`config.mk`:
```
export PLATFORM = sky130hd
export DESIGN_NAME = dispense_controller
export DESIGN_NICKNAME = d
export VERILOG_FILES = /design/src/rtl/dispense_controller.sv
export SDC_FILE = /design/constraint.sdc
export NUM_CORES = 1
export LEC_CHECK = 0
export ABC_AREA = 1
export CORE_MARGIN = 2
export CORE_UTILIZATION = 42
export DETAILED_ROUTE_END_ITERATION = 12
export GPL_ROUTABILITY_DRIVEN = 0
export SETUP_SLACK_MARGIN = 0.1
export SYNTH_ARGS = -nofsm -noshare
export SYNTH_HDL_FRONTEND = slang
export SYNTH_SLANG_ARGS = --single-unit
```
`constraint.sdc`:
```
create_clock -name CLK -period 3.7 [get_ports CLK]
set_input_delay 0.925 -clock CLK [delete_from_list [all_inputs] [get_ports CLK]]
set_output_delay 0.925 -clock CLK [all_outputs]
set_load 0.005 [all_outputs]
```
`src/rtl/dispense_controller.sv`:
```
// rtl/dispense_controller.sv - vend sequencer with motor pulse, change payout and stock tracking
module dispense_controller #(
    parameter int PULSE_CYC  = 4,
    parameter int INIT_STOCK = 8,
    parameter int PRICE_N    = 5
) (
    input  logic       CLK,
    input  logic       rst,
    input  logic       vend_soda,
    input  logic       vend_diet,
    input  logic [3:0] change_n,
    input  logic       restock,
    output logic       soda_motor,
    output logic       diet_motor,
    output logic       nickel_out,
    output logic       busy,
    output logic       req_ack,
    output logic       reject,
    output logic       done,
    output logic       soda_empty,
    output logic       diet_empty
);

    typedef enum logic [2:0] {
        IDLE,
        MOTOR,
        GAP,
        CHANGE,
        DONE
    } state_t;

    state_t     state;
    state_t     state_nx;

    logic [3:0] soda_stock;
    logic [3:0] diet_stock;
    logic [3:0] pulse_cnt;
    logic [4:0] nick_cnt;
    logic       nick_phase;
    logic       sel_diet;

    logic       accept;
    logic       pick_diet;
    logic       sold_out;
    logic [4:0] refund;

    // Restock wins over a same-cycle vend; soda wins over diet.
    assign accept     = (state == IDLE) && !restock && (vend_soda || vend_diet);
    assign pick_diet  = !vend_soda;
    assign sold_out   = pick_diet ? (diet_stock == 4'd0) : (soda_stock == 4'd0);
    assign refund     = {1'b0, change_n} + 5'(PRICE_N);

    assign soda_empty = (soda_stock == 4'd0);
    assign diet_empty = (diet_stock == 4'd0);

    // State register; reset aborts any sequence in flight.
    always_ff @(posedge CLK or negedge rst) begin
        if (!rst) begin
            state <= IDLE;
        end else begin
            state <= state_nx;
        end
    end

    // Next-state and Moore outputs; sold-out requests skip the motor phase.
    always_comb begin
        state_nx   = state;
        soda_motor = 1'b0;
        diet_motor = 1'b0;
        nickel_out = 1'b0;
        busy       = 1'b0;
        done       = 1'b0;
        case (state)
            IDLE: begin
                if (accept) begin
                    state_nx = sold_out ? GAP : MOTOR;
                end
            end
            MOTOR: begin
                busy       = 1'b1;
                soda_motor = !sel_diet;
                diet_motor = sel_diet;
                if (pulse_cnt == 4'd0) begin
                    state_nx = GAP;
                end
            end
            GAP: begin
                busy     = 1'b1;
                state_nx = CHANGE;
            end
            CHANGE: begin
                busy       = 1'b1;
                nickel_out = (nick_cnt != 5'd0) && !nick_phase;
                if ((nick_cnt == 5'd0) || (nick_phase && (nick_cnt == 5'd1))) begin
                    state_nx = DONE;
                end
            end
            DONE: begin
                busy     = 1'b1;
                done     = 1'b1;
                state_nx = IDLE;
            end
            default: begin
                state_nx = IDLE;
            end
        endcase
    end

    // Stock, request latch, motor timer and change counter.
    always_ff @(posedge CLK or negedge rst) begin
        if (!rst) begin
            soda_stock <= 4'(INIT_STOCK);
            diet_stock <= 4'(INIT_STOCK);
            pulse_cnt  <= 4'd0;
            nick_cnt   <= 5'd0;
            nick_phase <= 1'b0;
            sel_diet   <= 1'b0;
            req_ack    <= 1'b0;
            reject     <= 1'b0;
        end else begin
            req_ack <= accept;
            reject  <= accept && sold_out;

            if ((state == IDLE) && restock) begin
                soda_stock <= 4'(INIT_STOCK);
                diet_stock <= 4'(INIT_STOCK);
            end

            if (accept) begin
                sel_diet   <= pick_diet;
                pulse_cnt  <= 4'(PULSE_CYC - 1);
                nick_cnt   <= sold_out ? refund : {1'b0, change_n};
                nick_phase <= 1'b0;
                // sold_out guards the decrement, so stock never wraps below zero
                if (!sold_out) begin
                    if (pick_diet) begin
                        diet_stock <= diet_stock - 4'd1;
                    end else begin
                        soda_stock <= soda_stock - 4'd1;
                    end
                end
            end

            if ((state == MOTOR) && (pulse_cnt != 4'd0)) begin
                pulse_cnt <= pulse_cnt - 4'd1;
            end

            // One nickel = one high cycle followed by one low cycle.
            if ((state == CHANGE) && (nick_cnt != 5'd0)) begin
                if (nick_phase) begin
                    nick_phase <= 1'b0;
                    nick_cnt   <= nick_cnt - 5'd1;
                end else begin
                    nick_phase <= 1'b1;
                end
            end
        end
    end

endmodule

```
Word level (Yosys, flattened, before mapping)
Cells that the tools add are included.
{"block": "classes", "mux": 28, "n_eq_ne": 8, "n_addsub": 5, "reduce_logical": 25}
{"operator": "2-to-1 mux 4 bit", "count": 10}
{"operator": "2-to-1 mux 5 bit", "count": 4}
{"operator": "logical NOT 4 bit", "count": 3}
{"operator": "one-hot mux 3 bit (4 select lines)", "count": 1}
{"operator": "subtractor 4 x 1 -> 4 bit, second input constant", "count": 3}
{"operator": "2-to-1 mux 1 bit", "count": 9}
{"operator": "2-to-1 mux 3 bit", "count": 3}
{"operator": "logical AND 1 bit", "count": 8}
{"operator": "== test 3 x 2 -> 1 bit, second input constant", "count": 2}
{"operator": "!= test 2 bit, second input constant", "count": 3}
{"operator": "adder 4 x 3 -> 5 bit, second input constant", "count": 1}
{"operator": "== test 5 x 1 -> 1 bit, second input constant", "count": 1}
{"operator": "logical NOT 5 bit", "count": 1}
{"operator": "nonzero test 5 bit", "count": 1}
{"operator": "subtractor 5 x 1 -> 5 bit, second input constant", "count": 1}
{"operator": "logical NOT 1 bit", "count": 4}
{"operator": "nonzero test 2 bit", "count": 2}
{"operator": "nonzero test 4 bit", "count": 1}
{"operator": "OR reduction 4 bit", "count": 1}
{"operator": "== test 3 x 1 -> 1 bit, second input constant", "count": 1}
{"operator": "== test 3 bit, second input constant", "count": 1}
{"operator": "logical NOT 3 bit", "count": 1}
{"operator": "AND reduction 3 bit", "count": 1}
{"operator": "logical OR 1 bit", "count": 2}
{"operator": "2-to-1 mux 2 bit", "count": 1}
{"block": "totals", "reg_bits": 24, "out_inout_bits": 9}

Depth between registers and ports, before layout
Gate-level depths: netlist (run 1).
{"block": "depth", "word_depth": 6, "ltp_mapped": 10}

Worst setup path after synthesis (run 1)
OpenSTA, ideal clock, no wires.
{"block": "synth_path", "kind": "register to output", "start": "register nick_cnt[0]", "end": "output nickel_out", "slack_ps": 1813, "arrival_time_ps": 962, "t_required_ps": 2775, "stages_incl_launch_ff": 6, "cell_sequence": "dfrtp_1 inv_1 ha_1 nand3_1 nand2_1 nor2_1"}
{"block": "synth_via", "elab_chain_cells": 3}
{"item": "start, declared", "line_no": "38", "text": "logic [4:0] nick_cnt;"}
{"item": "start signal, assigned", "line_no": "132", "text": "nick_cnt <= sold_out ? refund : {1'b0, change_n};"}
{"item": "start signal, assigned", "line_no": "152", "text": "nick_cnt <= nick_cnt - 5'd1;"}
{"item": "nonzero test 5 bit", "line_no": "93", "text": "nickel_out = (nick_cnt != 5'd0) && !nick_phase;"}
{"item": "logical AND 1 bit", "line_no": "93"}
{"item": "2-to-1 mux 1 bit", "line_no": "73", "text": "case (state)"}
{"item": "end, declared", "line_no": "15", "text": "output logic nickel_out,"}
No other way between the ends.

Worst setup path in the final report (run 1)
Ends and elaborated chain as after synthesis.

==> metrics.cfg, run 1 <==
[clock_tree]
post_cts_buffers=0
h-tree-depth=1
cts.clk_slew.worst_paths_ns=0.13
cts_buffer_depth=2
cts_num_sinks=24
clock-root-buffer=clkbuf_4
clock_latency_ns=0.31
tritoncts=yes
cts_buffers=3
post_cts_resize_count=0
hold_buffers=0

[floorplanning]
die_x_microns=64.3
io_pins=18
fp.coreArea_sq_um=3420
initial_core_util_pct=44.7
dieArea_sq_um=4130
row_count=21
die_y_microns=64.3

[setup_path]
reg2reg_slack_ns=2.18
start_kind=flop
required_ns=2.77
r2r_cells=7
regToRegEndpoint=diet_stock[3]
crit_arrival_ns=1.88
worstSetupPathType=reg2out
r2r_start=state[0]
endpoint_kind=output pin
crit_path_max_fanout=4

[synthesis]
ys_types=26
synth_seq_cells=24
syn-num-nets=224
synth_top_area_cell=dfrtp_1
synthTopCellsByArea=dfrtp_1 36%, nand2_1 12%, inv_1 9.1%
netlist_area_sq_um=1530
syn_avg_cell_area_sq_um=7.33
ys_seq_area_share_pct=39.5
yosysWarnings=0
synthCells=208
synth_top_area_share_pct=36.1

[final_layout]
num-nets-final=246
drive_gt1_share_pct=8.77
area_delta_synth_final_pct=16.2
n_antenna_cell=0

[sta]
final.period_utilization_pct=75.9
setup_violations=0
finalSetupTns_ns=0
finClkSkew_ns=0.00154
max_slew.worst_pin.slew_ns=0.314
rsz0062_at_grt=no
slew_violations=0
min_period_ns=2.81
slew_headroom_pct=79.1
fmax_mhz=356
hold_violations=0

[global_routing]
track_usage_pct=17.0
grt_max_degree=25
antenna_found_initial=0
grt_overflow_total=0
grt_pass1_vias=1288
grt_pass1_wl_microns=5520

[route]
wire_per_inst_microns=11.2
drtIter0Drc=30
vias=1312
drc=0
wl_microns=3060
ant_nets=0
via_per_inst=4.79
dr.pass1.iters=4

[pwr]
total_power_uw=430
leakage_nw=0.944
vdd_drop_max_mv=0.113
p_per_area_nw_per_um2=243

[run]
max-cap-violations=0

[hold_path]
min_from=soda_stock[0]
hp-class=reg2reg
hold_depth=1
min_to=soda_stock[0]

[status]
outcome=finished clean

[placement]
dpl.hpwl_microns=2400
port_buffers=17

## area by class of cell
cell class | count | area, sq um
fill | 348 | 1640
sequential | 24 | 603
inverter | 41 | 154
multi-input combinational | 142 | 757
clock buffer | 3 | 22.5
tap | 46 | 57.6
timing repair buffer | 18 | 178
## where the power goes
part / leakage, nW / switching, mW / internal [mW]
combinational: 0.653 / 0.0250 / 0.0187
sequential: 0.277 / 0.00216 / 0.267
clock: 0.0138 / 0.0797 / 0.0381
## critical path, cell delays in order (launching register included)
cell and delay, ns:
dfrtp_1 0.41, inv_1 0.09, ha_1 0.20, nand3_1 0.13, nand2_1 0.13, nor2_1 0.11
clkdlybuf4s50_1 0.50
## worst max path at each step
| stage | cells past startpoint | to | slack (ns) | startpoint |
|---|---|---|---|---|
| after floorplan | 5 | nickel_out | 1.81 | nick_cnt[0] |
| after global placement | 6 | nickel_out | 1.31 | nick_cnt[0] |
| after detailed placement | 6 | nickel_out | 1.25 | nick_cnt[0] |
| after CTS | 6 | nickel_out | 0.88 | nick_cnt[0] |
| after global routing | 6 | nickel_out | 0.75 | nick_cnt[0] |
| final | 6 | nickel_out | 0.89 | nick_cnt[0] |
## sequential cells by signal, indices dropped and copies added, names as in the netlist, 3 cells and up
register and count:
diet_stock 4, nick_cnt 5, pulse_cnt 4, soda_stock 4, state 3
## kinds of logic after synthesis
group,after synthesis,share of synthesized area (%)
AOI/OAI and AO/OA,27,9.76
xor gates and xnor gates,7,4.02
adders and majority gates,7,5.74
buffers and inverters,42,10.8
DFF,24,39.5
and+or+nand+nor,101,30.1
## metrics by stage
stage	hold slack [ns]	worst slack (ns)	utilization, %	area, sq um	std cells
finish	0.492	0.892	51.9	1770	274
detailed placement	0.481	1.25	51.2	1750	271
CTS	0.502	0.877	51.9	1770	274
global route	0.543	0.751	51.9	1770	274
global placement	0.477	1.31	51.2	1750	271
floorplan	0.446	1.81	-	1530	208
## placed cells by master (no fill, tap or decap), drive strengths merged, types with 2 or more instances in the layout
master	n
xnor2	2
nand3	19
a21oi	5
dfstp	2
o21ai	18
nand2	51
clkbuf	3
xor2	5
nor3	2
dfrtp	22
clkdlybuf4s50	17
nor2	27
o22ai	3
ha	7
inv	41
## per-layer routing
layer | track usage [%] | routed length (microns) | share of wire [%]
met4 | 5.59 | 32 | 1.0
met3 | 2.11 | 82 | 2.7
met1 | 21.6 | 1460 | 48
met2 | 29.9 | 1490 | 49
met5 | 0 | 0 | 0
## synthesized netlist by cell type, drive strengths merged
cell / n
nand2: 51
inv: 41
nor2: 27
dfrtp: 22
nand3: 19
o21ai: 18
ha: 7
a21oi: 5
xor2: 5
o22ai: 3
dfstp: 2
nor3: 2
xnor2: 2
a22oi: 1
buf: 1
nand3b: 1
nand4: 1
No activity file was read; power rests on OpenSTA's default activity.
==> run 2: changes to the inputs <==
- clock period: 3.7 -> 2.7 ns (I/O delays scaled with it)
==> run 2 against run 1 <==
Compared with the run above: via count grew 1.2%; hold slack gained 0.0024 ns; global-route usage grew 0.28 points; sequential power up 37%; flip-flop and latch count unchanged; die area did not move; highest routed layer unchanged.
==> metrics.cfg, run 2 (same netlist as run 1, synthesis figures left out) <==
[setup_path]
crit_end=nickel_out
crit_path_max_fanout=5  ; +1
crit_chain=inv_2, nand2_2, nor2_4, nand2_2, nor2_1, clkdlybuf4s50_1
start_kind=flop
slowest_stage=clkdlybuf4s50_1
critical_path.max_stage_delay_ns=0.51  ; about the same
regToRegEndpoint=diet_stock[3]
required_ns=2.03  ; -0.74 ns
r2r_start=state[0]
critPathTopFamily=buffers and inverters
critPathMostFrequentCell=nand2_2
r2r_cells=7  ; unchanged
reg2reg_slack_ns=1.19  ; -0.99 ns
worstSetupPathType=reg2out
critPathLaunch=state[2]
endpoint_kind=output pin
crit_cells=6  ; unchanged
crit_arrival_ns=1.79  ; -0.09 ns
critPathBufInv=2  ; unchanged

[global_routing]
grt_pass1_wl_microns=5660  ; +2.6%
antenna_found_initial=0  ; unchanged
grt_overflow_total=0  ; unchanged
grt_pass1_vias=1301  ; +1.0%
grt_max_degree=25  ; unchanged
track_usage_pct=17.3  ; +0.28 points

[route]
wl_microns=3090  ; +1.0%
drc=0  ; unchanged
wire_per_inst_microns=11.1  ; -0.41%
via_per_inst=4.78  ; -0.24%
routedLengthMet1_microns=1450  ; -0.96%
dr.pass1.iters=4  ; unchanged
highest_layer=met4
vias=1328  ; +1.2%
dr_wl_met2_microns=1470  ; -0.81%
wl_met3_microns=125  ; +52%
ant_nets=0  ; unchanged
drtIter0Drc=73  ; +140%

[hold_path]
hp-class=reg2reg
min_from=soda_stock[0]

[final_layout]
num-nets-final=249  ; +1.2%
finalNonFillerCells=278  ; +1.5%
final_common_cell=nand2_1
drive_gt1_share_pct=11.6  ; +2.9 points
area_delta_synth_final_pct=20.3
multi_input_area_sq_um=767  ; +1.3%
final_cell_area_sq_um=1830  ; +3.5%
nFillCells=330  ; -5.2%
finalCoreUtilization_pct=53.7  ; +1.8 points
n_antenna_cell=0  ; unchanged
final_cell_mix=48 x nand2_1, 37 x inv_1, 22 x nor2_1, 22 x dfrtp_1, 17 x clkdlybuf4s50_1
largest_reg_flops=5  ; unchanged
seq_area_sq_um=603  ; unchanged
largest_register=nick_cnt

[floorplanning]
die_y_microns=64.3  ; unchanged
die_x_microns=64.3  ; unchanged
io_pins=18  ; unchanged
initial_core_util_pct=44.7  ; unchanged
dieArea_sq_um=4130  ; unchanged
fp.coreArea_sq_um=3420  ; unchanged
row_count=21  ; unchanged

[clock_tree]
cts_buffers=3  ; unchanged
tritoncts=yes
clock_latency_ns=0.33  ; +0.02 ns
cts_num_sinks=24  ; unchanged
h-tree-depth=1  ; unchanged
cts.clk_slew.worst_paths_ns=0.14  ; about the same
clock-root-buffer=clkbuf_4
cts_buffer_depth=2  ; unchanged

[pwr]
p_switching_uw=157  ; +47%
p_per_area_nw_per_um2=381  ; +57%
intPower_uw=541  ; +67%
clkPwrFrac_pct=38.6  ; +11 points
seqPwrFrac_pct=52.8  ; -9.7 points
leakage_nw=0.971  ; +2.8%
sw_frac_of_total_pct=22.4  ; -2.4 points
combPwrFrac_pct=8.6  ; -1.6 points
vdd_drop_max_mv=0.156  ; +38%

[sta]
holdWs_ns=0.495  ; +0.00237 ns
finClkSkew_ns=0.0103  ; +0.00872 ns
final.period_utilization_pct=91.3
fmax_mhz=406
finalSetupTns_ns=0  ; unchanged
setup_violations=0  ; unchanged
slew_violations=0  ; unchanged
max_slew.worst_pin.slew_ns=0.322  ; +0.00824 ns
slew_headroom_pct=78.5  ; -0.55 points
min_period_ns=2.47
rsz0062_at_grt=no
hold_violations=0  ; unchanged

[placement]
port_buffers=17  ; unchanged
dpl.hpwl_microns=2370  ; -1.2%
dpl_cell_area_sq_um=1750  ; unchanged
dp.cells=271  ; unchanged

[status]
outcome=finished clean

[run]
max-cap-violations=0  ; unchanged

-- run 2: final cells by class --
cell class	instances	share of cell area (%)
Multi-Input combinational cell	142	41.8
Sequential cell	24	32.9
Timing Repair Buffer	21	10.9
Inverter	41	8.39
Tap cell	46	3.14
Clock inverter	1	1.64
Clock buffer	3	1.23
-- run 2: per-stage QoR --
stage	total power [mW]	setup slack, ns
finish	0.698	0.235
global route	0.727	0.104
CTS	0.708	0.143
detailed placement	0.436	0.506
global placement	0.433	0.562
floorplan	0.404	1.06
-- run 2: what timing repair did --
action | 4_1_cts | 5_1_grt
hold buffers | 0 | 0
pin swaps | 0 | 1
resized for setup | 0 | 3
setup buffers | 1 | 2
endpoints found under the setup margin | 1 | 1
-- run 2: worst reg2reg max path: cells and delay by family (launching register included) --
| family | cells | cell delay [ns] |
|---|---|---|
| flip-flops | 1 | 0.43 |
| AND/OR/NAND/NOR | 4 | 0.77 |
| buffers and inverters | 2 | 0.17 |
| AO/OA/AOI/OAI | 1 | 0.09 |
-- run 2: power groups by stage --
stage / Clock [mW] / Sequential [mW] / Combinational (mW)
floorplan: 0 / 0.375 / 0.0292
global placement: 0 / 0.375 / 0.0584
detailed placement: 0 / 0.375 / 0.0609
CTS: 0.278 / 0.369 / 0.0609
global route: 0.287 / 0.370 / 0.0698
finish: 0.270 / 0.369 / 0.0598
-- run 2: worst min-delay path by stage --
| stage | depth (start not counted) | end | slack (ns) |
|---|---|---|---|
| floorplan | 0 | diet_stock[0] | 0.38 |
| global placement | 1 | soda_stock[0] | 0.48 |
| detailed placement | 1 | soda_stock[0] | 0.48 |
| CTS | 1 | soda_stock[0] | 0.50 |
| global route | 1 | soda_stock[0] | 0.53 |
| finish | 1 | soda_stock[0] | 0.49 |
-- run 2: routing by layer --
metal	up-vias	GRT usage, %
met5	-	0
met3	5	2.82
li1	694	-
met1	607	22.8
met4	0	5.59
met2	22	29.0
